**config.mk**
```make
export PLATFORM = sky130hd
export DESIGN_NAME = ifid_realign_buffer
export DESIGN_NICKNAME = d
export VERILOG_FILES = /design/src/rtl/ifid_realign_buffer_pkg.sv /design/src/rtl/ifid_realign_buffer_rvc_expander.sv /design/src/rtl/ifid_realign_buffer.sv
export SDC_FILE = /design/constraint.sdc
export NUM_CORES = 1
export LEC_CHECK = 0
export CAP_MARGIN = 20
export CORE_MARGIN = 5
export CORE_UTILIZATION = 30
export CTS_CLUSTER_SIZE = 25
export DETAILED_ROUTE_END_ITERATION = 7
export GPL_ROUTABILITY_DRIVEN = 0
export PLACE_DENSITY = 0.66
export SETUP_SLACK_MARGIN = 0.15
export SYNTH_ARGS = -nofsm -noshare
export SYNTH_HDL_FRONTEND = slang
export SYNTH_SLANG_ARGS = --single-unit
export TNS_END_PERCENT = 10
```
**constraint.sdc**
```tcl
create_clock -name clk_i -period 2.25 [get_ports clk_i]
set_input_delay 0.225 -clock clk_i [delete_from_list [all_inputs] [get_ports clk_i]]
set_output_delay 0.225 -clock clk_i [all_outputs]
set_load 0.03 [all_outputs]
```
**src/rtl/ifid_realign_buffer_pkg.sv**
```systemverilog
// Shared definitions for the IF/ID realign buffer: FSM state encoding,
// RVC quadrant constant, canonical NOP and the halfword size classifier.
package ifid_realign_buffer_pkg;

  typedef enum logic [1:0] {
    ST_ALIGNED  = 2'b00,
    ST_HALF_BUF = 2'b01,
    ST_FETCH_HI = 2'b10
  } state_e;

  // Halfwords whose low two bits equal this start a full 32-bit instruction
  localparam logic [1:0]  RVC_QUAD_FULL = 2'b11;
  localparam logic [31:0] NOP_INSTR     = 32'h00000013;

  function automatic logic is_compressed(input logic [15:0] hw);
    return (hw[1:0] != RVC_QUAD_FULL);
  endfunction

endpackage

```
**src/rtl/ifid_realign_buffer_rvc_expander.sv**
```systemverilog
// Combinational RV32C -> RV32I expander. Only instantiated when RVC_EN is
// defined. Unsupported or illegal encodings expand to the canonical NOP.
module rvc_expander
  import ifid_realign_buffer_pkg::*;
(
  input  logic [15:0] c_i,
  output logic [31:0] instr_o
);

  logic [4:0] rd_s;
  logic [4:0] rs2_s;
  logic [2:0] funct3_s;

  assign rd_s     = c_i[11:7];
  assign rs2_s    = c_i[6:2];
  assign funct3_s = c_i[15:13];

  // Map supported compressed encodings onto their 32-bit equivalents
  always_comb begin
    instr_o = NOP_INSTR;
    case (c_i[1:0])
      2'b00: begin
        if (funct3_s == 3'b010) begin
          // c.lw
          instr_o = {5'd0, c_i[5], c_i[12:10], c_i[6], 2'b00, 2'b01, c_i[9:7],
                     3'b010, 2'b01, c_i[4:2], 7'b0000011};
        end else begin
          instr_o = NOP_INSTR;
        end
      end
      2'b01: begin
        case (funct3_s)
          3'b000: instr_o = {{6{c_i[12]}}, c_i[12], c_i[6:2], rd_s, 3'b000, rd_s, 7'b0010011};
          3'b010: instr_o = {{6{c_i[12]}}, c_i[12], c_i[6:2], 5'd0, 3'b000, rd_s, 7'b0010011};
          3'b011: begin
            if ((rd_s != 5'd2) && (rd_s != 5'd0)) begin
              instr_o = {{14{c_i[12]}}, c_i[12], c_i[6:2], rd_s, 7'b0110111};
            end else begin
              instr_o = NOP_INSTR;
            end
          end
          3'b101: instr_o = {c_i[12], c_i[8], c_i[10:9], c_i[6], c_i[7], c_i[2], c_i[11],
                             c_i[5:3], c_i[12], {8{c_i[12]}}, 5'd0, 7'b1101111};
          default: instr_o = NOP_INSTR;
        endcase
      end
      2'b10: begin
        case (funct3_s)
          3'b000: instr_o = {7'd0, c_i[6:2], rd_s, 3'b001, rd_s, 7'b0010011};
          3'b010: begin
            if (rd_s != 5'd0) begin
              instr_o = {4'd0, c_i[3:2], c_i[12], c_i[6:4], 2'b00, 5'd2, 3'b010, rd_s, 7'b0000011};
            end else begin
              instr_o = NOP_INSTR;
            end
          end
          3'b100: begin
            if (c_i[12] == 1'b0) begin
              if (rs2_s == 5'd0) begin
                instr_o = {12'd0, rd_s, 3'b000, 5'd0, 7'b1100111};
              end else begin
                instr_o = {7'd0, rs2_s, 5'd0, 3'b000, rd_s, 7'b0110011};
              end
            end else begin
              if (rs2_s != 5'd0) begin
                instr_o = {7'd0, rs2_s, rd_s, 3'b000, rd_s, 7'b0110011};
              end else if (rd_s != 5'd0) begin
                instr_o = {12'd0, rd_s, 3'b000, 5'd1, 7'b1100111};
              end else begin
                instr_o = NOP_INSTR;
              end
            end
          end
          default: instr_o = NOP_INSTR;
        endcase
      end
      default: instr_o = NOP_INSTR;
    endcase
  end

endmodule

```
**src/rtl/ifid_realign_buffer.sv**
```systemverilog
// IF/ID realign buffer: turns a word-aligned fetch stream into one
// instruction per cycle. Compressed (16-bit) support is built only when the
// macro RVC_EN is defined; otherwise every word is a 32-bit instruction.
module ifid_realign_buffer
  import ifid_realign_buffer_pkg::*;
(
  input  logic        clk_i,
  input  logic        rst_i,
  input  logic        Stall_i,
  input  logic        Flush_i,
  input  logic [31:0] Target_pc_i,
  input  logic [31:0] Instr_word_i,
  output logic [31:0] Fetch_addr_o,
  output logic [31:0] Instr_o,
  output logic [31:0] Pc_o,
  output logic        Valid_o,
  output logic        Compressed_o
);

  logic [31:0] fetch_addr_q, fetch_addr_d;
  logic [31:0] next_pc_q, next_pc_d;
  logic [31:0] pc_q, pc_d;
  logic [31:0] instr_q, instr_d;
  logic        valid_q, valid_d;
  logic        compressed_q, compressed_d;

`ifdef RVC_EN
  state_e      state_q, state_d;
  logic [15:0] half_buf_q, half_buf_d;
  logic [15:0] exp_in_s;
  logic [31:0] exp_out_s;

  // Select the halfword the current state may emit as a compressed instruction
  always_comb begin
    exp_in_s = Instr_word_i[15:0];
    case (state_q)
      ST_ALIGNED:  exp_in_s = Instr_word_i[15:0];
      ST_HALF_BUF: exp_in_s = half_buf_q;
      ST_FETCH_HI: exp_in_s = Instr_word_i[31:16];
      default:     exp_in_s = Instr_word_i[15:0];
    endcase
  end

  rvc_expander u_rvc_expander (
    .c_i     (exp_in_s),
    .instr_o (exp_out_s)
  );

  // Realignment FSM next-state and output computation
  always_comb begin
    state_d      = state_q;
    half_buf_d   = half_buf_q;
    fetch_addr_d = fetch_addr_q;
    next_pc_d    = next_pc_q;
    pc_d         = pc_q;
    instr_d      = instr_q;
    valid_d      = valid_q;
    compressed_d = compressed_q;
    if (Flush_i) begin
      state_d      = Target_pc_i[1] ? ST_FETCH_HI : ST_ALIGNED;
      half_buf_d   = 16'h0000;
      fetch_addr_d = {Target_pc_i[31:2], 2'b00};
      next_pc_d    = Target_pc_i;
      instr_d      = 32'h00000000;
      valid_d      = 1'b0;
      compressed_d = 1'b0;
    end else if (!Stall_i) begin
      pc_d         = next_pc_q;
      valid_d      = 1'b1;
      compressed_d = 1'b0;
      instr_d      = Instr_word_i;
      next_pc_d    = next_pc_q + 32'd4;
      fetch_addr_d = fetch_addr_q + 32'd4;
      case (state_q)
        ST_ALIGNED: begin
          if (is_compressed(Instr_word_i[15:0])) begin
            instr_d      = exp_out_s;
            compressed_d = 1'b1;
            next_pc_d    = next_pc_q + 32'd2;
            half_buf_d   = Instr_word_i[31:16];
            state_d      = ST_HALF_BUF;
          end else begin
            state_d = ST_ALIGNED;
          end
        end
        ST_HALF_BUF: begin
          if (is_compressed(half_buf_q)) begin
            // Buffered half alone is the instruction; the fetched word waits
            instr_d      = exp_out_s;
            compressed_d = 1'b1;
            next_pc_d    = next_pc_q + 32'd2;
            fetch_addr_d = fetch_addr_q;
            state_d      = ST_ALIGNED;
          end else begin
            instr_d    = {Instr_word_i[15:0], half_buf_q};
            half_buf_d = Instr_word_i[31:16];
            state_d    = ST_HALF_BUF;
          end
        end
        ST_FETCH_HI: begin
          if (is_compressed(Instr_word_i[31:16])) begin
            instr_d      = exp_out_s;
            compressed_d = 1'b1;
            next_pc_d    = next_pc_q + 32'd2;
            state_d      = ST_ALIGNED;
          end else begin
            // Upper half starts a 32-bit instruction: nothing to emit yet
            half_buf_d = Instr_word_i[31:16];
            instr_d    = 32'h00000000;
            valid_d    = 1'b0;
            pc_d       = pc_q;
            next_pc_d  = next_pc_q;
            state_d    = ST_HALF_BUF;
          end
        end
        default: begin
          state_d      = ST_ALIGNED;
          instr_d      = 32'h00000000;
          valid_d      = 1'b0;
          pc_d         = pc_q;
          next_pc_d    = next_pc_q;
          fetch_addr_d = fetch_addr_q;
        end
      endcase
    end else begin
      state_d = state_q;
    end
  end

  // FSM state and halfword buffer registers
  always_ff @(posedge clk_i) begin
    if (rst_i) begin
      state_q    <= ST_ALIGNED;
      half_buf_q <= 16'h0000;
    end else begin
      state_q    <= state_d;
      half_buf_q <= half_buf_d;
    end
  end
`else
  // Word-only pipeline: one 32-bit instruction per fetched word
  always_comb begin
    fetch_addr_d = fetch_addr_q;
    next_pc_d    = next_pc_q;
    pc_d         = pc_q;
    instr_d      = instr_q;
    valid_d      = valid_q;
    compressed_d = 1'b0;
    if (Flush_i) begin
      fetch_addr_d = {Target_pc_i[31:2], 2'b00};
      next_pc_d    = {Target_pc_i[31:2], 2'b00};
      instr_d      = 32'h00000000;
      valid_d      = 1'b0;
    end else if (!Stall_i) begin
      pc_d         = next_pc_q;
      instr_d      = Instr_word_i;
      valid_d      = 1'b1;
      next_pc_d    = next_pc_q + 32'd4;
      fetch_addr_d = fetch_addr_q + 32'd4;
    end else begin
      valid_d = valid_q;
    end
  end
`endif

  // Output and fetch-pointer registers
  always_ff @(posedge clk_i) begin
    if (rst_i) begin
      fetch_addr_q <= 32'h00000000;
      next_pc_q    <= 32'h00000000;
      pc_q         <= 32'h00000000;
      instr_q      <= 32'h00000000;
      valid_q      <= 1'b0;
      compressed_q <= 1'b0;
    end else begin
      fetch_addr_q <= fetch_addr_d;
      next_pc_q    <= next_pc_d;
      pc_q         <= pc_d;
      instr_q      <= instr_d;
      valid_q      <= valid_d;
      compressed_q <= compressed_d;
    end
  end

  assign Fetch_addr_o = fetch_addr_q;
  assign Instr_o      = instr_q;
  assign Pc_o         = pc_q;
  assign Valid_o      = valid_q;
  assign Compressed_o = compressed_q;

endmodule

```
==> metrics.txt, run 1 <==
mapped cell area=0.00585 mm²; post-synth top area share=42.1%; Area Overhead vs Synth=40.1%; GR Overflow Total=0; DR vias/cell=5.04; RSZ-0062 raised after global routing=no; CTS H-Tree Depth=4; r2r setup slk=0.31 ns; CTS Buf Count=17; Tot Pwr=5.89 mW; P_leak=2.97 nW; worst-path cell chain=and4_1 > nand3_1 > or4_1 > a311oi_1; io pins=166; final net count=905; Port Buffers=158; floorplan row count=51; hold_buf cts=0; # DRC=0; global-route wire length before repair=28.5 mm; Core Box Area=0.0193 mm²; Max Cap Viol=0; Die Span X=150 µm; crit path kind=reg2reg; Clk pwr share=45.4%; DR pass1 iterations=5; 1st-iter DRT viols=371; CP max FO=11; worst path required time=2.57 ns; post-DR wirelength/cell=16.4 µm; drt total wl=18.3 mm; CTS clock-pin slew for the worst setup and hold paths=0.06 ns; VDD IR max=0.585 mV; maximum clock path buffer count=2; Post-Synthesis Cells=690; post-synth top area cell=dfxtp_1; Die ar.=0.0224 mm²; adder and majority cell fraction of the synthesized area=0.428%; number of global-route vias before repair=5396; Post-synth ARST share=0%; Worst setup EP type=register; Final Cycle Share=86.2%; most common cell in the synthesized netlist=dfxtp_1; xor-xnor portion of the synthesized cell area=3.15%; Setup TNS=0 ns; Post-Synth Simple-Gate Area=25.8%; Initial Utilization=30.2%; CTS tree=yes; Final Hold Fails=0; endpoints failing setup=0; skew final=0.00897 ns; largest net degree at the start of global routing=49; post-synthesis compound-gate area fraction=16.0%; Post-synth EDFFs=0; Switch Pwr=1.62 mW; Die Height=150 µm; Gate power share=13.7%; CTS Root Cell=clkbuf_16; Ant. Diodes=0; PwrDens=719 mW/mm²; antenna-violating nets left=0; status=complete, no violations; Post-CTS Resized=0; total track usage=16.1%; clock insertion delay at the later pin of the skew report=0.42 ns; minimum period implied by the final worst setup slack=1.94 ns; f_max=516 MHz; Fillers=1972; Slew Limit Headroom=55.2%; post-synthesis cell type count=58; post-synthesis mux area share=5.82%; Tightest Pin Transition=0.671 ns; cell-internal power=4.27 mW; # clock sinks=123; detailed-route via count=5612; delay of the slowest critical-path stage=0.49 ns; fraction of layout cells with a size suffix above 1=7.78%; HP Class=in2reg; worst path arrival time=2.26 ns; Ys Warns=0; setup bufs post-CTS=0; Seq/Total Area, Yosys=42.1%; synthesis-stage register bit count=123; top cells by area, synth=dfxtp_1 (42%), nand2_1 (6.2%), mux2i_1 (5.8%), a21oi_1 (4.9%), nor2_1 (3.2%); Syn Area/Cell=8.48 µm²; Synth top cells by count=dfxtp_1 (123), nand2_1 (96), a21oi_1 (57); largest family of logic cells by synthesized area=simple AND/OR/NAND/NOR gates; CP startpoint kind=register; hpwl dp=13.5 mm; Seq pwr share=40.9%; Synth Flop Type=dfxtp_1; initial antenna violation count=1; switch share=27.5%; Max Slew Vio Count=0; CP max stage cell=or4_1
cell families after synthesis:
| group | count (synthesis) |
|---|---|
| AND/OR/NAND/NOR | 288 |
| XOR/XNOR | 21 |
| multiplexers | 34 |
| AO/OA/AOI/OAI | 145 |
| flip-flops | 123 |
| other | 1 |
| adder cells (fa/ha/maj) | 2 |
| buffers and inverters | 76 |
registers in the layout, indices dropped and copies added (netlist names):
register      flops
Pc_o             30
next_pc_q        30
Valid_o           1
Instr_o          32
Fetch_addr_o     30
cell usage in the layout, fill, tap and decap left out, types with 4 or more instances in the layout:
cell type	instances
nor3b_1	4
nor3_1	19
xnor2_1	9
buf_4	19
or3_1	11
inv_1	20
mux2i_1	34
conb_1	5
o21ai_0	8
clkbuf_16	17
a211oi_1	11
a311oi_1	6
nand3_1	18
a21boi_0	14
nor2b_1	7
clkinv_4	4
nand4_1	23
o21bai_1	9
a21oi_1	57
and3_1	9
dfxtp_1	123
a31oi_1	12
nor2_1	49
a211o_1	4
and4_1	12
nand2_1	96
or4_1	11
xor2_1	12
and2_1	4
clkdlybuf4s50_1	155
o31ai_1	13
metal layers:
layer | global-route usage, % | up-vias | wire, µm
met5 | 0 | - | 13
met2 | 26.2 | 205 | 8460
met3 | 6.30 | 20 | 1810
met1 | 19.8 | 2629 | 7780
met4 | 4.44 | 2 | 229
li1 | - | 2756 | -
path summary, 6_finish.rpt:
check	end	cells after the start	start
worst max-delay path	Fetch_addr_o[20]$_SDFFE_PP0P_	4	Fetch_addr_o[4]$_SDFFE_PP0P_
worst max register to register	Fetch_addr_o[20]$_SDFFE_PP0P_	4	Fetch_addr_o[4]$_SDFFE_PP0P_
worst min-delay path	Fetch_addr_o[20]$_SDFFE_PP0P_	2	rst_i
worst min register to register	Valid_o$_SDFFE_PP0N_	2	Valid_o$_SDFFE_PP0N_
power groups by stage:
stage / Combinational, mW / Sequential (mW) / Clock, mW
floorplan: 0.331 / 2.56 / 0
global placement: 0.806 / 2.45 / 0
detailed placement: 0.811 / 2.45 / 0
CTS: 0.817 / 2.41 / 2.73
global route: 0.866 / 2.42 / 2.84
finish: 0.806 / 2.41 / 2.68
worst max-delay path, delay by kind of cell, from the launching register on:
family | cells | cell delay (ns)
and+or+nand+nor | 3 | 1.16
AOI/OAI and AO/OA | 1 | 0.25
DFF | 1 | 0.44
metrics by stage:
stage | instances | setup WS (ns) | utilization (%) | instance area (µm²) | hold WS (ns)
after floorplan | 694 | 0.333 | - | 5860 | 0.369
after global placement | 1081 | 0.336 | 39.4 | 7610 | 0.434
after detailed placement | 1081 | 0.301 | 39.4 | 7610 | 0.441
after CTS | 1113 | 0.327 | 42.4 | 8190 | 0.175
after global routing | 1113 | 0.176 | 42.4 | 8190 | 0.199
final | 1113 | 0.311 | 42.4 | 8190 | 0.191
cell type report:
cell class                 instances  area (µm²)  share of cell area (%)
tap                              265         332                    4.05
clock buffer                      20         467                    5.70
inverter                          20        75.1                   0.917
clock inverter                    12         115                    1.41
sequential                       123        2460                    30.1
multi-input combinational        495        3010                    36.8
timing repair buffer             178        1730                    21.1
Note: power is estimated with default switching activity, not from simulation.
==> run 2: changes to the inputs <==
Settings changed: CORE_MARGIN 5 to 3, PLACE_DENSITY 0.66 to 0.58.
==> run 2 against run 1 <==
- setup slack improved by 0.013 ns
- register-to-register slack about the same
- via count down 1.5%
- non-clock buffer count up 2
- first-iteration DRC count is 6.2% higher
==> metrics.txt, run 2 (synthesis gave the netlist of run 1 again) <==
status=complete, no violations; Die Height=146 µm; Fin Hold WS=0.259 ns; CTS clock-pin slew for the worst setup and hold paths=0.06 ns; antenna-violating nets left=0; post-DR wirelength/cell=16.4 µm; total track usage=17.0%; Worst Hold Depth=2; Final Non-Filler Cells=1110; crit path kind=reg2reg; switch share=26.7%; hpwl dp=13.2 mm; hold_buf cts=0; drt total wl=18.2 mm; f_max=519 MHz; DR pass1 iterations=5; clock insertion delay at the later pin of the skew report=0.42 ns; Ant. Diodes=0; Die ar.=0.0212 mm²; Max Slew Vio Count=0; RSZ-0062 raised after global routing=no; Placement Setup Slack=0.356 ns; io pins=166; Max Cap Viol=0; floorplan row count=50; Clk pwr share=47.2%; Tightest Pin Transition=0.560 ns; PwrDens=740 mW/mm²; Final Hold Fails=0; Final Cycle Share=85.6%; VDD IR max=0.590 mV; worst path arrival time=2.25 ns; Initial Utilization=30.9%; Setup TNS=0 ns; fraction of layout cells with a size suffix above 1=8.00%; number of global-route vias before repair=5307; P_leak=3.00 nW; Area Overhead vs Synth=41.1%; cell-internal power=4.47 mW; Gate power share=13.5%; Worst setup EP type=register; Slew Limit Headroom=62.7%; CTS Root Cell=clkbuf_16; CP max FO=11; r2r setup slk=0.32 ns; final net count=907; R2R depth=4; global-route wire length before repair=29.0 mm; Seq pwr share=39.3%; HP Class=in2reg; # DRC=0; Placed Instance Area=0.00763 mm²; Post-CTS Resized=0; CTS H-Tree Depth=4; Port Buffers=158; setup bufs post-CTS=0; Die Span X=146 µm; # clock sinks=123; skew final=0.00610 ns; minimum period implied by the final worst setup slack=1.93 ns; worst path required time=2.58 ns; CTS Buf Count=17; CTS tree=yes; 1st-iter DRT viols=394; CP startpoint kind=register; Tot Pwr=6.10 mW; Finished Cell Area=0.00825 mm²; Final Core Density=43.5%; DR vias/cell=4.98; detailed-route via count=5527; post-route setup slack=0.323 ns; maximum clock path buffer count=2; largest net degree at the start of global routing=49; Core Box Area=0.0190 mm²; Placed Cells incl. Taps=1078; endpoints failing setup=0; most common cell after layout, fill and taps aside=clkdlybuf4s50_1; initial antenna violation count=0; GR Overflow Total=0; max FFs per register=32; commonest non-fill, non-tap cells in the layout=clkdlybuf4s50_1 (155), dfxtp_1 (123), nand2_1 (96); Switch Pwr=1.63 mW
==> run 2: cell count changes in the layout (fill, tap and decap cells not counted), sizes merged <==
| cell | delta |
|---|---|
| buf | +2 |
| bufinv | +2 |
| clkbuf | -1 |
| clkinv | -1 |
==> run 2: routing by layer <==
metal	track usage, %	vias to the layer above	wire length (µm)
met3	7.13	22	1680
met4	4.94	0	213
met1	21.3	2558	8080
li1	-	2761	-
met2	26.8	186	8250
met5	0	-	0
==> run 2: critical path, cell delays in order (launching register included) <==
cell and delay [ns]:
dfxtp_1 0.39, and4_1 0.36, nand3_1 0.33, or4_1 0.50
a311oi_1 0.25
==> run 2: final timing paths <==
path | startpoint | to
max reg2reg | Fetch_addr_o[5]$_SDFFE_PP0P_ | Fetch_addr_o[20]$_SDFFE_PP0P_
max | Fetch_addr_o[5]$_SDFFE_PP0P_ | Fetch_addr_o[20]$_SDFFE_PP0P_
min reg2reg | Pc_o[19]$_SDFFE_PP0P_ | Pc_o[19]$_SDFFE_PP0P_
min | rst_i | Pc_o[24]$_SDFFE_PP0P_
==> run 2: layout make-up <==
| cell class | count | area (µm²) |
|---|---|---|
| Timing Repair Buffer | 180 | 1760 |
| Multi-Input combinational cell | 495 | 3010 |
| Fill cell | 1916 | 10700 |
| Sequential cell | 123 | 2460 |
| Tap cell | 260 | 325 |
| Clock inverter | 13 | 166 |
| Inverter | 20 | 75.1 |
| Clock buffer | 19 | 453 |
==> run 2: power groups by stage <==
stage	Sequential [mW]	Clock (mW)	Combinational, mW
finish	2.40	2.88	0.821
global route	2.42	3.04	0.886
CTS	2.40	2.94	0.831
detailed placement	2.45	0	0.826
global placement	2.44	0	0.824
floorplan	2.56	0	0.331
